===== config.mk =====
export PLATFORM = sky130hd
export DESIGN_NAME = reciprocal_seq
export DESIGN_NICKNAME = d
export VERILOG_FILES = /design/src/rtl/reciprocal_seq.sv
export SDC_FILE = /design/constraint.sdc
export NUM_CORES = 1
export LEC_CHECK = 0
export CAP_MARGIN = 20
export CELL_PAD_IN_SITES_DETAIL_PLACEMENT = 1
export CELL_PAD_IN_SITES_GLOBAL_PLACEMENT = 2
export CORE_MARGIN = 1
export CORE_UTILIZATION = 37
export CTS_BUF_LIST = sky130_fd_sc_hd__clkbuf_8 sky130_fd_sc_hd__clkbuf_16
export CTS_CLUSTER_SIZE = 8
export DETAILED_ROUTE_END_ITERATION = 10
export GPL_ROUTABILITY_DRIVEN = 1
export PLACE_DENSITY_LB_ADDON = 0.1
export SYNTH_ARGS = -nofsm -noshare
export SYNTH_HDL_FRONTEND = slang
export SYNTH_SLANG_ARGS = --single-unit

===== constraint.sdc =====
create_clock -name clk -period 20.5 [get_ports clk]
set_input_delay 3.075 -clock clk [delete_from_list [all_inputs] [get_ports clk]]
set_output_delay 3.075 -clock clk [all_outputs]
set_load 0.01 [all_outputs]

===== src/rtl/reciprocal_seq.sv =====
// Sequential reciprocal generator: C = floor(2^PRECISION / B) via a
// one-bit-per-cycle restoring divider with valid/ready on both sides.
module reciprocal_seq #(
    parameter int ARG_BIT_WIDTH = 32,
    parameter int PRECISION     = 64
) (
    input  logic                     clk,
    input  logic                     rst,
    input  logic                     in_valid,
    output logic                     in_ready,
    input  logic [ARG_BIT_WIDTH-1:0] B,
    output logic                     out_valid,
    input  logic                     out_ready,
    output logic [PRECISION-1:0]     C,
    output logic                     DZ
);

    localparam int CNT_W = $clog2(PRECISION + 1);
    localparam logic [CNT_W-1:0] LAST_ITER = CNT_W'(PRECISION);

    typedef enum logic [1:0] {
        IDLE,
        CALC,
        DONE
    } state_t;

    state_t state, state_next;

    logic [ARG_BIT_WIDTH-1:0] divisor;
    logic [ARG_BIT_WIDTH:0]   rem;
    logic [ARG_BIT_WIDTH:0]   rem_shift;
    logic [ARG_BIT_WIDTH:0]   rem_next;
    logic [PRECISION:0]       quo;
    logic [PRECISION:0]       quo_next;
    logic [CNT_W-1:0]         cnt;
    logic                     dividend_bit;
    logic                     q_bit;
    logic                     last_iter;
    logic                     accept;

    always_ff @(posedge clk or posedge rst) begin
        if (rst) begin
            state <= IDLE;
        end else begin
            state <= state_next;
        end
    end

    always_comb begin
        state_next = state;
        in_ready   = 1'b0;
        out_valid  = 1'b0;
        accept     = 1'b0;
        case (state)
            IDLE: begin
                in_ready = 1'b1;
                if (in_valid) begin
                    accept     = 1'b1;
                    state_next = (B == '0) ? DONE : CALC;
                end
            end
            CALC: begin
                if (last_iter) begin
                    state_next = DONE;
                end
            end
            DONE: begin
                out_valid = 1'b1;
                if (out_ready) begin
                    state_next = IDLE;
                end
            end
            default: state_next = IDLE;
        endcase
    end

    // Dividend is a single 1 followed by PRECISION zeros, so only the first
    // iteration shifts in a 1. The remainder's top bit is always 0 before the
    // shift because the stored remainder is strictly less than the divisor.
    always_comb begin
        dividend_bit = (cnt == '0);
        rem_shift    = (rem << 1) | (ARG_BIT_WIDTH + 1)'(dividend_bit);
        q_bit        = 1'b0;
        rem_next     = rem_shift;
        if (rem_shift >= {1'b0, divisor}) begin
            rem_next = rem_shift - {1'b0, divisor};
            q_bit    = 1'b1;
        end
        quo_next  = (quo << 1) | (PRECISION + 1)'(q_bit);
        last_iter = (cnt == LAST_ITER);
    end

    always_ff @(posedge clk or posedge rst) begin
        if (rst) begin
            divisor <= '0;
            rem     <= '0;
            quo     <= '0;
            cnt     <= '0;
            C       <= '0;
            DZ      <= 1'b0;
        end else begin
            case (state)
                IDLE: begin
                    if (accept) begin
                        divisor <= B;
                        rem     <= '0;
                        quo     <= '0;
                        cnt     <= '0;
                        if (B == '0) begin
                            C  <= '1;
                            DZ <= 1'b1;
                        end else begin
                            DZ <= 1'b0;
                        end
                    end
                end
                CALC: begin
                    rem <= rem_next;
                    quo <= quo_next;
                    cnt <= cnt + CNT_W'(1);
                    // Quotient MSB only appears for B==1; saturate instead of wrapping to 0.
                    if (last_iter) begin
                        C  <= quo_next[PRECISION] ? {PRECISION{1'b1}} : quo_next[PRECISION-1:0];
                        DZ <= 1'b0;
                    end
                end
                default: ;
            endcase
        end
    end

endmodule


# Word-level counts from Yosys, hierarchy flattened
# Index checks and enable logic that the tools add are counted.
# op_classes
n_lt_le_gt_ge	1
add_sub_neg	2
eq_ne	8
bitwise	2
n_reduce_logical	9
n_mux	26
# op_table
operator	count
two-way mux 64 bit	5
one-hot mux 64 bit (2 select lines)	2
OR 65 x 1 -> 65 bit	1
two-way mux 32 bit	2
one-hot mux 32 bit (2 select lines)	1
>= comparator 33 x 32 -> 1 bit	1
OR 33 x 1 -> 33 bit	1
zero test 32 bit	1
subtractor 32 bit	1
one-hot mux 7 bit (2 select lines)	1
!= test 2 bit (second input constant)	5
two-way mux 1 bit	8
two-way mux 2 bit	4
adder 7 x 1 -> 7 bit (second input constant)	1
== test 7 bit (second input constant)	1
zero test 7 bit	1
two-way mux 7 bit	1
one-hot mux 2 bit (3 select lines)	1
AND reduction 3 bit	2
AND reduction 2 bit	2
AND reduction 4 bit	1
== test 2 x 1 -> 1 bit (second input constant)	1
== test 2 bit (second input constant)	1
zero test 2 bit	1
2 further kinds	2
# totals
output_inout_bits	67
elab_cells	55
inputBits	36
register_bits	202

# Logic depth before layout (Yosys ltp)
# Gate-level depths: netlist of run 1.
# depth
depth_word	8
ltp_mapped	18
depth_no_buf	17

# Least setup slack after synthesis of run 1
# No wires, ideal clock.
# synth_path
kind	input -> register
from	input in_valid
to	register C[23]
cell_stages	6
slack_ns	15.890
t_required_ns	20.435
t_arrival_ns	4.545
path_buffers	2
setup_time_ns	0.065
cell_sequence	nor2b_1 > a311oi_1 > or3_1 > clkbuf_1 > buf_1 > o22a_1
# synth_via
elab_chain_len	4
# synth_lines
element	line_no	source
start: declaration	9	input logic in_valid,
two-way mux 1 bit	57	if (in_valid) begin
two-way mux 1 bit	54	case (state)
!= test 2 bit (no source line)	--	
AND reduction 4 bit (no source line)	--	
end signal: assignment	123	C <= quo_next[PRECISION] ? {PRECISION{1'b1}} : quo_next[PRECISION-1:0];
end: declaration	14	output logic [PRECISION-1:0] C,
# No other way between the ends.
# A chain may end at the register's enable or synchronous reset.

# Worst setup path in the final report of run 1
# layout_path
from	input B[25]
to	register C[52]
# layout_via
elab_chain_len	3
# layout_lines
element	line_no	source
start: declaration	11	input logic [ARG_BIT_WIDTH-1:0] B,
zero test 32 bit	109	if (B == '0) begin
!= test 2 bit (no source line)	--	
AND reduction 4 bit (no source line)	--	
# No other way between the ends.

==> results.py, run 1 <==
metrics = {
    "outcome": {
        "run_status": "completed",
    },
    "pwr": {
        "pwr_density_cell_nw_per_um2": 164.7,
        "power_leakage_uw": 0.005198,
        "vdd_ir_drop_max_mv": 0.08966,
    },
    "grt": {
        "first_global_vias": 7874,
        "use_met3_pct": 2.622,
        "top_usage_layer": "met2",
        "grt_use_met2_pct": 29.35,
        "grt_antenna_before_repair": 0,
        "grt_remaining_overflow": 0,
        "grt_pass1_wl_um": 42060,
        "grt.total_usage_pct": 19.21,
        "maximum_number_of_pins_on_one_net_before_global_route_repair": 132,
        "grt_util_met1_pct": 28.73,
    },
    "logic_synthesis": {
        "synthDistinctLibCells": 62,
        "syn-num-nets": 1083,
        "post_synth_edffs": 0,
        "asyncSetResetFlopFracSynth_pct": 100.0,
        "ys.warnings.count": 0,
        "postSynthRegisterBits": 202,
        "synth_ff_type": "sky130_fd_sc_hd__dfrtp_1",
        "yosysSeqAreaShare_pct": 51.32,
        "syn-cell-area_sq_um": 9849,
        "avgSynthCellArea_sq_um": 9.733,
        "syn-instance-count": 1012,
    },
    "clock_tree": {
        "post-cts-setup-buffers": 0,
        "clk_transition_reported_paths_ps": 50,
        "clock_tree.htree_level_count": 1,
        "root_buffer": "sky130_fd_sc_hd__clkbuf_16",
        "resized_after_cts": 0,
        "cts_tree": "yes",
        "tritoncts_num_sinks": 202,
        "cts-buffers-inserted": 29,
        "clock_latency_ps": 540,
        "holdBufCountCts": 0,
        "ctsLongestPathBuffers": 3,
    },
    "routing": {
        "route.antenna.remaining_nets": 0,
        "wl_per_cell_um": 17.90,
        "drt_pre_antenna_iters": 4,
        "vias": 7688,
        "remaining_drc_errors": 0,
        "detailedRoute.firstIterationViolations": 341,
        "drt-total-wl_um": 25570,
        "detail_route.vias_per_cell": 5.384,
    },
    "placed_design": {
        "hpwl_um": 16350,
        "finalWeightedCongestion": 0.7697,
        "io_buffers": 102,
        "dp.cells": 1395,
    },
    "sta": {
        "timing.setup.tns_ps": 0,
        "final_min_period_over_clock_period_pct": 25.71,
        "max_clock_freq_mhz": 189.8,
        "hold_ws_ps": 502.6,
        "timing.final.crit_period_ps": 5270,
        "rsz0062_at_grt": "false",
        "worstMarginPinSlew_ps": 1015,
        "hold_viol": 0,
        "slew_headroom_pct": 32.27,
        "fin_worst_skew_ps": 8.968,
        "slew_violations": 0,
        "finalSetupViolCount": 0,
    },
    "layout": {
        "n_antenna_cell": 0,
        "share_of_final_layout_standard_cells_stronger_than_drive_strength_1_pct": 5.398,
        "finalNonFillerCells": 1428,
        "finalNetCount": 1162,
        "final_core_utilization_pct": 45.46,
        "fillers": 2938,
        "area_overhead_vs_synth_pct": 20.26,
    },
    "floorplan": {
        "standard_cell_rows": 59,
        "dieArea_sq_um": 27280,
        "core_area_sq_um": 26060,
        "die_width_um": 165.2,
        "io_pins": 103,
        "chipHeight_um": 165.2,
        "initial_core_utilization_pct": 37.80,
    },
    "critical_path": {
        "timing.critical_path.slowest_stage_cell": "sky130_fd_sc_hd__buf_4",
        "path_class": "input pin to flop",
        "crit_path_end_kind": "flop",
        "regToRegSetupSlack_ps": 16500,
        "worstPathMaxFanout": 64,
        "startpoint_class": "input pin",
        "timing.critical_path.cells": "clkdlybuf4s50_1 -> nor4_1 -> nand4_1 -> nor2_1 -> o21bai_1 -> nor2_4 -> buf_4 -> o22a_1",
        "crit_arrival_ps": 5740,
        "worst-endpoint-required_ps": 20970,
        "slowest_delay_ps": 610,
    },
    "hold_path": {
        "hold_class": "flop to flop",
    },
    "run": {
        "cap_viol_max_count": 0,
    },
}
[synth_stat cells, types with 20 or more instances]
cell | instances | area [sq um]
sky130_fd_sc_hd__a21o_1 | 21 | 157.7
sky130_fd_sc_hd__a21oi_1 | 26 | 130.1
sky130_fd_sc_hd__clkbuf_1 | 44 | 165.2
sky130_fd_sc_hd__dfrtp_1 | 202 | 5055
sky130_fd_sc_hd__ha_1 | 34 | 425.4
sky130_fd_sc_hd__inv_1 | 38 | 142.6
sky130_fd_sc_hd__mux2i_1 | 25 | 250.2
sky130_fd_sc_hd__nand2_1 | 205 | 769.5
sky130_fd_sc_hd__nand3_1 | 20 | 100.1
sky130_fd_sc_hd__nor2_1 | 26 | 97.59
sky130_fd_sc_hd__o21ai_0 | 112 | 560.5
sky130_fd_sc_hd__o21ai_1 | 22 | 110.1
sky130_fd_sc_hd__o22a_1 | 64 | 560.5
[worst max-delay path: cells and delay by family]
family	cells	cell delay, ps
AO/OA/AOI/OAI	2	400
AND/OR/NAND/NOR	4	1150
buffers and inverters	2	1050
[per-layer routing]
metal | part of all wire [%] | vias to the layer above
li1 | - | 3701
met1 | 52 | 3839
met2 | 43 | 113
met3 | 3.5 | 35
met4 | 1.7 | 0
met5 | 0 | -
[placed cells by master, fill, tap and decap left out, drive strengths merged, types with 4 or more instances in the layout]
cell type / instances
ha: 34
clkdlybuf4s50: 102
a21oi: 26
o21a: 6
nand2b: 8
and3: 4
nand3b: 4
nand3: 21
nand2: 206
nand4: 8
o21bai: 4
and2: 4
mux2i: 25
clkbuf: 30
xor2: 12
nor2b: 10
nor3: 11
or2: 5
inv: 40
dfrtp: 202
or3: 4
o21ai: 135
nor4: 10
a31oi: 9
nor2: 26
xnor2: 17
buf: 6
a21o: 21
a21boi: 4
o22a: 64
[cells by family (layout without fill, tap and decap cells)]
logic type / after synthesis / in the layout / share of synthesized area (%)
xor gates and xnor gates: 29 / 29 / 2.579
buffers and inverters: 98 / 179 / 4.433
AOI/OAI and AO/OA: 299 / 299 / 20.07
adders and majority gates: 35 / 35 / 4.522
muxes: 25 / 25 / 2.541
DFF: 202 / 202 / 51.32
and+or+nand+nor: 324 / 324 / 14.53
[cell type report]
type / count / area (sq um) / share of cell area [%]
Sequential cell: 202 / 5055 / 42.67
Multi-Input combinational cell: 712 / 4387 / 37.03
Timing Repair Buffer: 108 / 1066 / 9.000
Clock buffer: 30 / 739.5 / 6.243
Tap cell: 335 / 419.2 / 3.539
Inverter: 38 / 150.1 / 1.268
Clock inverter: 3 / 28.78 / 0.2429
[where the power goes]
group	total (uW)	leakage [uW]	internal, uW	switching, uW
Combinational	931	0.00220	405	526
Clock	422	0.000384	252	170
Sequential	597	0.00262	523	73.8
[per-stage QoR]
step                total power, uW  instance area [sq um]  worst slack [ps]
floorplan                      1215                   9849             11910
global placement               1531                  11080             14690
detailed placement             1545                  11080             14670
CTS                            1980                  11850             15240
global route                   2093                  11850             15050
finish                         1950                  11850             15230
[path summary, 6_finish.rpt]
check                             from           to  depth (start not counted)
max in group asynchronous          rst        C[43]                          3
worst max-delay path             B[25]        C[52]                          8
worst min register to register   C[34]        C[34]                          1
min in group asynchronous          rst  divisor[24]                          2
worst max register to register  cnt[0]      rem[28]                         16
worst min-delay path             C[34]        C[34]                          1
[registers in the layout, indices dropped and copies added, names as in the netlist]
signal and flops:
C 64, quo 64, divisor 32, rem 32, cnt 7, state 2
DZ 1
No activity file was read; power rests on OpenSTA's default activity.
==> inputs of run 2 (changes only) <==
- CORE_UTILIZATION: 37 -> 36
- clock period: 20.5 -> 5.38 ns (I/O delays scaled with it)
==> results.py, run 2 (synthesis gave the netlist of run 1 again) <==
metrics = {
    "outcome": {
        "run_status": "completed",
    },
    "placed_design": {
        "io_buffers": 102,
        "dp.cells": 1404,
        "place_ws_ps": 1315,
        "finalWeightedCongestion": 0.8169,
        "hpwl_um": 16960,
    },
    "sta": {
        "slew_violations": 0,
        "hold_viol": 0,
        "timing.setup.tns_ps": 0,
        "max_clock_freq_mhz": 267.6,
        "final_min_period_over_clock_period_pct": 69.45,
        "worst_slack_ps": 1644,
        "worstMarginPinSlew_ps": 1092,
        "slew_headroom_pct": 27.10,
        "rsz0062_at_grt": "false",
        "timing.final.crit_period_ps": 3736,
        "hold_ws_ps": 499.9,
        "finalSetupViolCount": 0,
        "fin_worst_skew_ps": 14.93,
    },
    "clock_tree": {
        "cts-buffers-inserted": 29,
        "tritoncts_num_sinks": 202,
        "ctsLongestPathBuffers": 3,
        "root_buffer": "sky130_fd_sc_hd__clkbuf_16",
        "clock_latency_ps": 560,
        "clock_tree.htree_level_count": 1,
        "cts_tree": "yes",
        "clk_transition_reported_paths_ps": 50,
        "holdBufCountCts": 0,
        "post-cts-setup-buffers": 0,
        "resized_after_cts": 0,
    },
    "floorplan": {
        "io_pins": 103,
        "chipHeight_um": 167.4,
        "initial_core_utilization_pct": 36.65,
        "dieArea_sq_um": 28020,
        "core_area_sq_um": 26880,
        "die_width_um": 167.4,
        "standard_cell_rows": 60,
    },
    "critical_path": {
        "startpoint_class": "flop",
        "path_class": "flop to flop",
        "crit_path_end_kind": "flop",
        "worst-endpoint-required_ps": 5780,
        "worstRegToRegCells": 16,
        "regToRegSetupSlack_ps": 1640,
        "timing.rr.end": "rem[14]",
        "worstPathMaxFanout": 35,
        "worst_r2r_startpoint": "cnt[0]",
        "crit_arrival_ps": 4140,
    },
    "layout": {
        "final_common_cell": "sky130_fd_sc_hd__nand2_1",
        "share_of_final_layout_standard_cells_stronger_than_drive_strength_1_pct": 5.748,
        "area_overhead_vs_synth_pct": 20.85,
        "n_antenna_cell": 0,
        "finalNetCount": 1165,
        "reg_top3": "C x64, quo x64",
        "layout_common_cells": "sky130_fd_sc_hd__nand2_1, sky130_fd_sc_hd__dfrtp_1, sky130_fd_sc_hd__o21ai_0",
        "finalNonFillerCells": 1437,
        "final_core_utilization_pct": 44.29,
    },
    "routing": {
        "remaining_drc_errors": 0,
        "wl_per_cell_um": 18.15,
        "vias": 7689,
        "route.antenna.remaining_nets": 0,
        "detailedRoute.firstIterationViolations": 429,
        "drt-total-wl_um": 26090,
        "drt_pre_antenna_iters": 4,
        "detail_route.vias_per_cell": 5.351,
    },
    "grt": {
        "grt_pass1_wl_um": 44050,
        "grt_antenna_before_repair": 0,
        "first_global_vias": 8116,
        "maximum_number_of_pins_on_one_net_before_global_route_repair": 160,
        "grt_remaining_overflow": 0,
        "grt.total_usage_pct": 19.23,
    },
    "pwr": {
        "vdd_ir_drop_max_mv": 0.2627,
        "pwr_density_cell_nw_per_um2": 629.2,
        "p_sw_share_pct": 39.44,
        "switchingPower_uw": 2954,
        "p_seq_share_pct": 30.3,
        "power_share_of_the_combinational_group_pct": 47.8,
        "power_leakage_uw": 0.005217,
        "power_frac_clock_pct": 21.9,
        "cellInternalPower_uw": 4536,
    },
    "run": {
        "cap_viol_max_count": 0,
    },
    "hold_path": {
        "hold_path_end": "C[48]",
        "min_path_cells": 1,
        "hold_path_startpoint": "C[48]",
        "hold_class": "flop to flop",
    },
}
run 2: cell type report:
cell class	count	area (sq um)
Clock buffer	32	767.0
Clock inverter	1	20.02
Fill cell	2999	14970
Inverter	38	146.4
Multi-Input combinational cell	712	4387
Sequential cell	202	5055
Tap cell	341	426.7
Timing Repair Buffer	111	1101
run 2: worst max-delay path by stage:
stage	from	end	cells past startpoint
after floorplan	rst	C[0]	1
after global placement	B[0]	C[9]	8
after detailed placement	B[0]	C[11]	8
after CTS	cnt[0]	rem[30]	16
after global routing	cnt[1]	rem[7]	16
final	cnt[0]	rem[14]	16
run 2: power groups by stage:
stage          sequential [uW]  clock (uW)  combinational (uW)
5_1_grt                   2330        1750                3980
4_1_cts                   2280        1690                3650
2_1_floorplan             2340           0                2290
6_report                  2270        1640                3580
3_5_place_dp              2300           0                3620
3_3_place_gp              2290           0                3610
run 2: routing by layer:
| layer | routed length [um] | up-vias | GRT usage, % |
|---|---|---|---|
| li1 | - | 3706 | - |
| met5 | 0 | - | 0 |
| met1 | 13080 | 3839 | 27.56 |
| met4 | 484 | 0 | 4.587 |
| met3 | 926 | 36 | 2.954 |
| met2 | 11600 | 108 | 30.47 |
run 2: worst max-delay path, stage by stage, from the launching register on:
cell and delay (ps):
sky130_fd_sc_hd__dfrtp_1 420, sky130_fd_sc_hd__inv_1 70, sky130_fd_sc_hd__ha_1 140, sky130_fd_sc_hd__nand2b_1 50
sky130_fd_sc_hd__nor4_1 260, sky130_fd_sc_hd__nand2b_1 130, sky130_fd_sc_hd__ha_1 230, sky130_fd_sc_hd__nor2b_1 250
sky130_fd_sc_hd__o21bai_4 90, sky130_fd_sc_hd__a211oi_2 300, sky130_fd_sc_hd__o2111ai_2 160, sky130_fd_sc_hd__a211oi_2 310
sky130_fd_sc_hd__o21ai_2 120, sky130_fd_sc_hd__nand3b_2 120, sky130_fd_sc_hd__and2_4 570, sky130_fd_sc_hd__mux2i_1 280
sky130_fd_sc_hd__o21ai_1 80
run 2: stage by stage:
step,total power (uW),instance area (sq um)
3_5_place_dp,5918,11120
3_3_place_gp,5900,11120
4_1_cts,7619,11900
5_1_grt,8069,11900
6_report,7489,11900
2_1_floorplan,4630,9853
==> inputs of run 3 (changes only) <==
- CORE_UTILIZATION: 36 -> 33
- clock period: 5.38 -> 3.1 ns (I/O delays scaled with it)
==> results.py, run 3 (synthesis gave the netlist of run 1 again) <==
metrics = {
    "routing": {
        "drt_pre_antenna_iters": 4,
        "drt-total-wl_um": 27940,
        "route.antenna.remaining_nets": 0,
        "vias": 8007,
        "detailedRoute.firstIterationViolations": 474,
        "remaining_drc_errors": 0,
        "wl_per_cell_um": 17.95,
        "detail_route.vias_per_cell": 5.146,
    },
    "placed_design": {
        "hpwl_um": 18080,
        "io_buffers": 102,
        "finalWeightedCongestion": 0.7850,
    },
    "sta": {
        "timing.setup.tns_ps": -2832,
        "hold_viol": 0,
        "hold_ws_ps": 326.5,
        "final_min_period_over_clock_period_pct": 104.9,
        "worstMarginPinSlew_ps": 1075,
        "max_clock_freq_mhz": 307.5,
        "fin_worst_skew_ps": 9.093,
        "timing.final.crit_period_ps": 3252,
        "slew_headroom_pct": 28.25,
        "rsz0062_at_grt": "true",
        "worst_slack_ps": -151.7,
        "slew_violations": 0,
        "finalSetupViolCount": 32,
    },
    "critical_path": {
        "crit_path_end_kind": "flop",
        "crit_arrival_ps": 3650,
        "worst_r2r_startpoint": "cnt[1]",
        "worst-endpoint-required_ps": 3500,
        "startpoint": "cnt[1]",
        "path_class": "flop to flop",
        "worstPathMaxFanout": 3,
        "startpoint_class": "flop",
    },
    "pwr": {
        "power_frac_clock_pct": 19.7,
        "power_share_of_the_combinational_group_pct": 52.5,
        "pwr_density_cell_nw_per_um2": 1105,
        "switchingPower_uw": 5560,
        "power_leakage_uw": 0.005697,
        "cellInternalPower_uw": 8645,
        "vdd_ir_drop_max_mv": 0.4816,
        "p_sw_share_pct": 39.14,
        "p_seq_share_pct": 27.8,
    },
    "outcome": {
        "failed_checks": "setup timing",
        "run_status": "finished with violations",
    },
    "floorplan": {
        "chipHeight_um": 174.8,
        "core_area_sq_um": 29010,
        "die_width_um": 174.8,
        "initial_core_utilization_pct": 33.95,
        "io_pins": 103,
        "standard_cell_rows": 62,
        "dieArea_sq_um": 30540,
    },
    "layout": {
        "area_overhead_vs_synth_pct": 30.51,
        "final_common_cell": "sky130_fd_sc_hd__nand2_1",
        "layout_common_cells": "sky130_fd_sc_hd__nand2_1, sky130_fd_sc_hd__dfrtp_1, sky130_fd_sc_hd__o21ai_0",
        "share_of_final_layout_standard_cells_stronger_than_drive_strength_1_pct": 13.57,
        "register_area_sq_um": 5055,
        "final_core_utilization_pct": 44.31,
        "n_antenna_cell": 0,
        "finalNetCount": 1239,
        "reg_top3": "C x64, quo x64",
        "fillers": 3238,
        "multiInputGateArea_sq_um": 4566,
    },
    "clock_tree": {
        "clk_transition_reported_paths_ps": 50,
        "cts-buffers-inserted": 29,
        "cts_tree": "yes",
        "ctsLongestPathBuffers": 3,
        "root_buffer": "sky130_fd_sc_hd__clkbuf_16",
        "clock_tree.htree_level_count": 1,
        "clock_latency_ps": 550,
        "tritoncts_num_sinks": 202,
        "holdBufCountCts": 0,
    },
    "run": {
        "cap_viol_max_count": 0,
    },
    "grt": {
        "maximum_number_of_pins_on_one_net_before_global_route_repair": 132,
        "grt_pass1_wl_um": 46170,
        "grt_remaining_overflow": 0,
        "grt_antenna_before_repair": 0,
        "first_global_vias": 8520,
        "grt.total_usage_pct": 18.52,
    },
    "hold_path": {
        "hold_class": "input pin to asynchronous set/reset pin",
    },
}
-- run 3: stage by stage --
stage | setup WS, ps | area (sq um) | instances | total power [uW]
5_1_grt | -345.3 | 12850 | 1556 | 15260
3_3_place_gp | -213.3 | 11660 | 1496 | 10770
4_1_cts | -128.8 | 12620 | 1546 | 14020
3_5_place_dp | -340.8 | 11660 | 1496 | 10830
2_1_floorplan | 1.466 | 9853 | 1012 | 8036
6_report | -151.7 | 12850 | 1556 | 14200
-- run 3: routing by layer --
metal  track usage, %  wire length (um)  vias up
met5                0                 0        -
met4            4.167               430        0
met3            2.807              1104       37
met2            28.59             12240      117
met1            27.22             14160     4013
li1                 -                 -     3840
-- run 3: timing repair --
action,in CTS,in global routing
gates resized for setup,18,28
pin swaps,11,15
gates cloned,0,2
endpoints found under the setup margin,34,97
setup buffers,15,8
-- run 3: critical path: stages, from the launching register on --
cell                        delay (ps)
sky130_fd_sc_hd__dfrtp_1           390
sky130_fd_sc_hd__inv_2              60
sky130_fd_sc_hd__ha_2              180
sky130_fd_sc_hd__nand2b_4           60
sky130_fd_sc_hd__nor4_4            160
sky130_fd_sc_hd__nand2b_1          150
sky130_fd_sc_hd__ha_4              200
sky130_fd_sc_hd__nor2b_4           140
sky130_fd_sc_hd__o21bai_4           80
sky130_fd_sc_hd__a211oi_4          280
sky130_fd_sc_hd__o2111ai_2         160
sky130_fd_sc_hd__a211oi_2          310
sky130_fd_sc_hd__buf_4             170
sky130_fd_sc_hd__or2_1             110
sky130_fd_sc_hd__a31oi_2            90
sky130_fd_sc_hd__nand2b_4          150
sky130_fd_sc_hd__a311oi_2          310
sky130_fd_sc_hd__o31ai_2            80
-- run 3: power groups by stage --
stage | Clock, uW | Combinational, uW | Sequential [uW]
floorplan | 0 | 3970 | 4070
global placement | 0 | 6810 | 3960
detailed placement | 0 | 6850 | 3980
CTS | 2890 | 7180 | 3950
global route | 2990 | 8210 | 4050
finish | 2810 | 7450 | 3950
-- run 3: final timing paths --
check                               end  cells past startpoint  slack [ps]
worst max-delay path            rem[25]                     17        -150
worst min-delay path              C[51]                      2         330
worst max register to register  rem[25]                     17        -150
worst min register to register    C[44]                      1         500
max in group asynchronous       quo[20]                      3        1940
min in group clk                  C[44]                      1         500
-- run 3: layout make-up --
cell class / count / area share (%)
Clock buffer: 30 / 5.752
Timing Repair Buffer: 185 / 14.26
Tap cell: 384 / 3.738
Inverter: 38 / 1.139
Sequential cell: 202 / 39.32
Multi-Input combinational cell: 712 / 35.52
Clock inverter: 5 / 0.2725
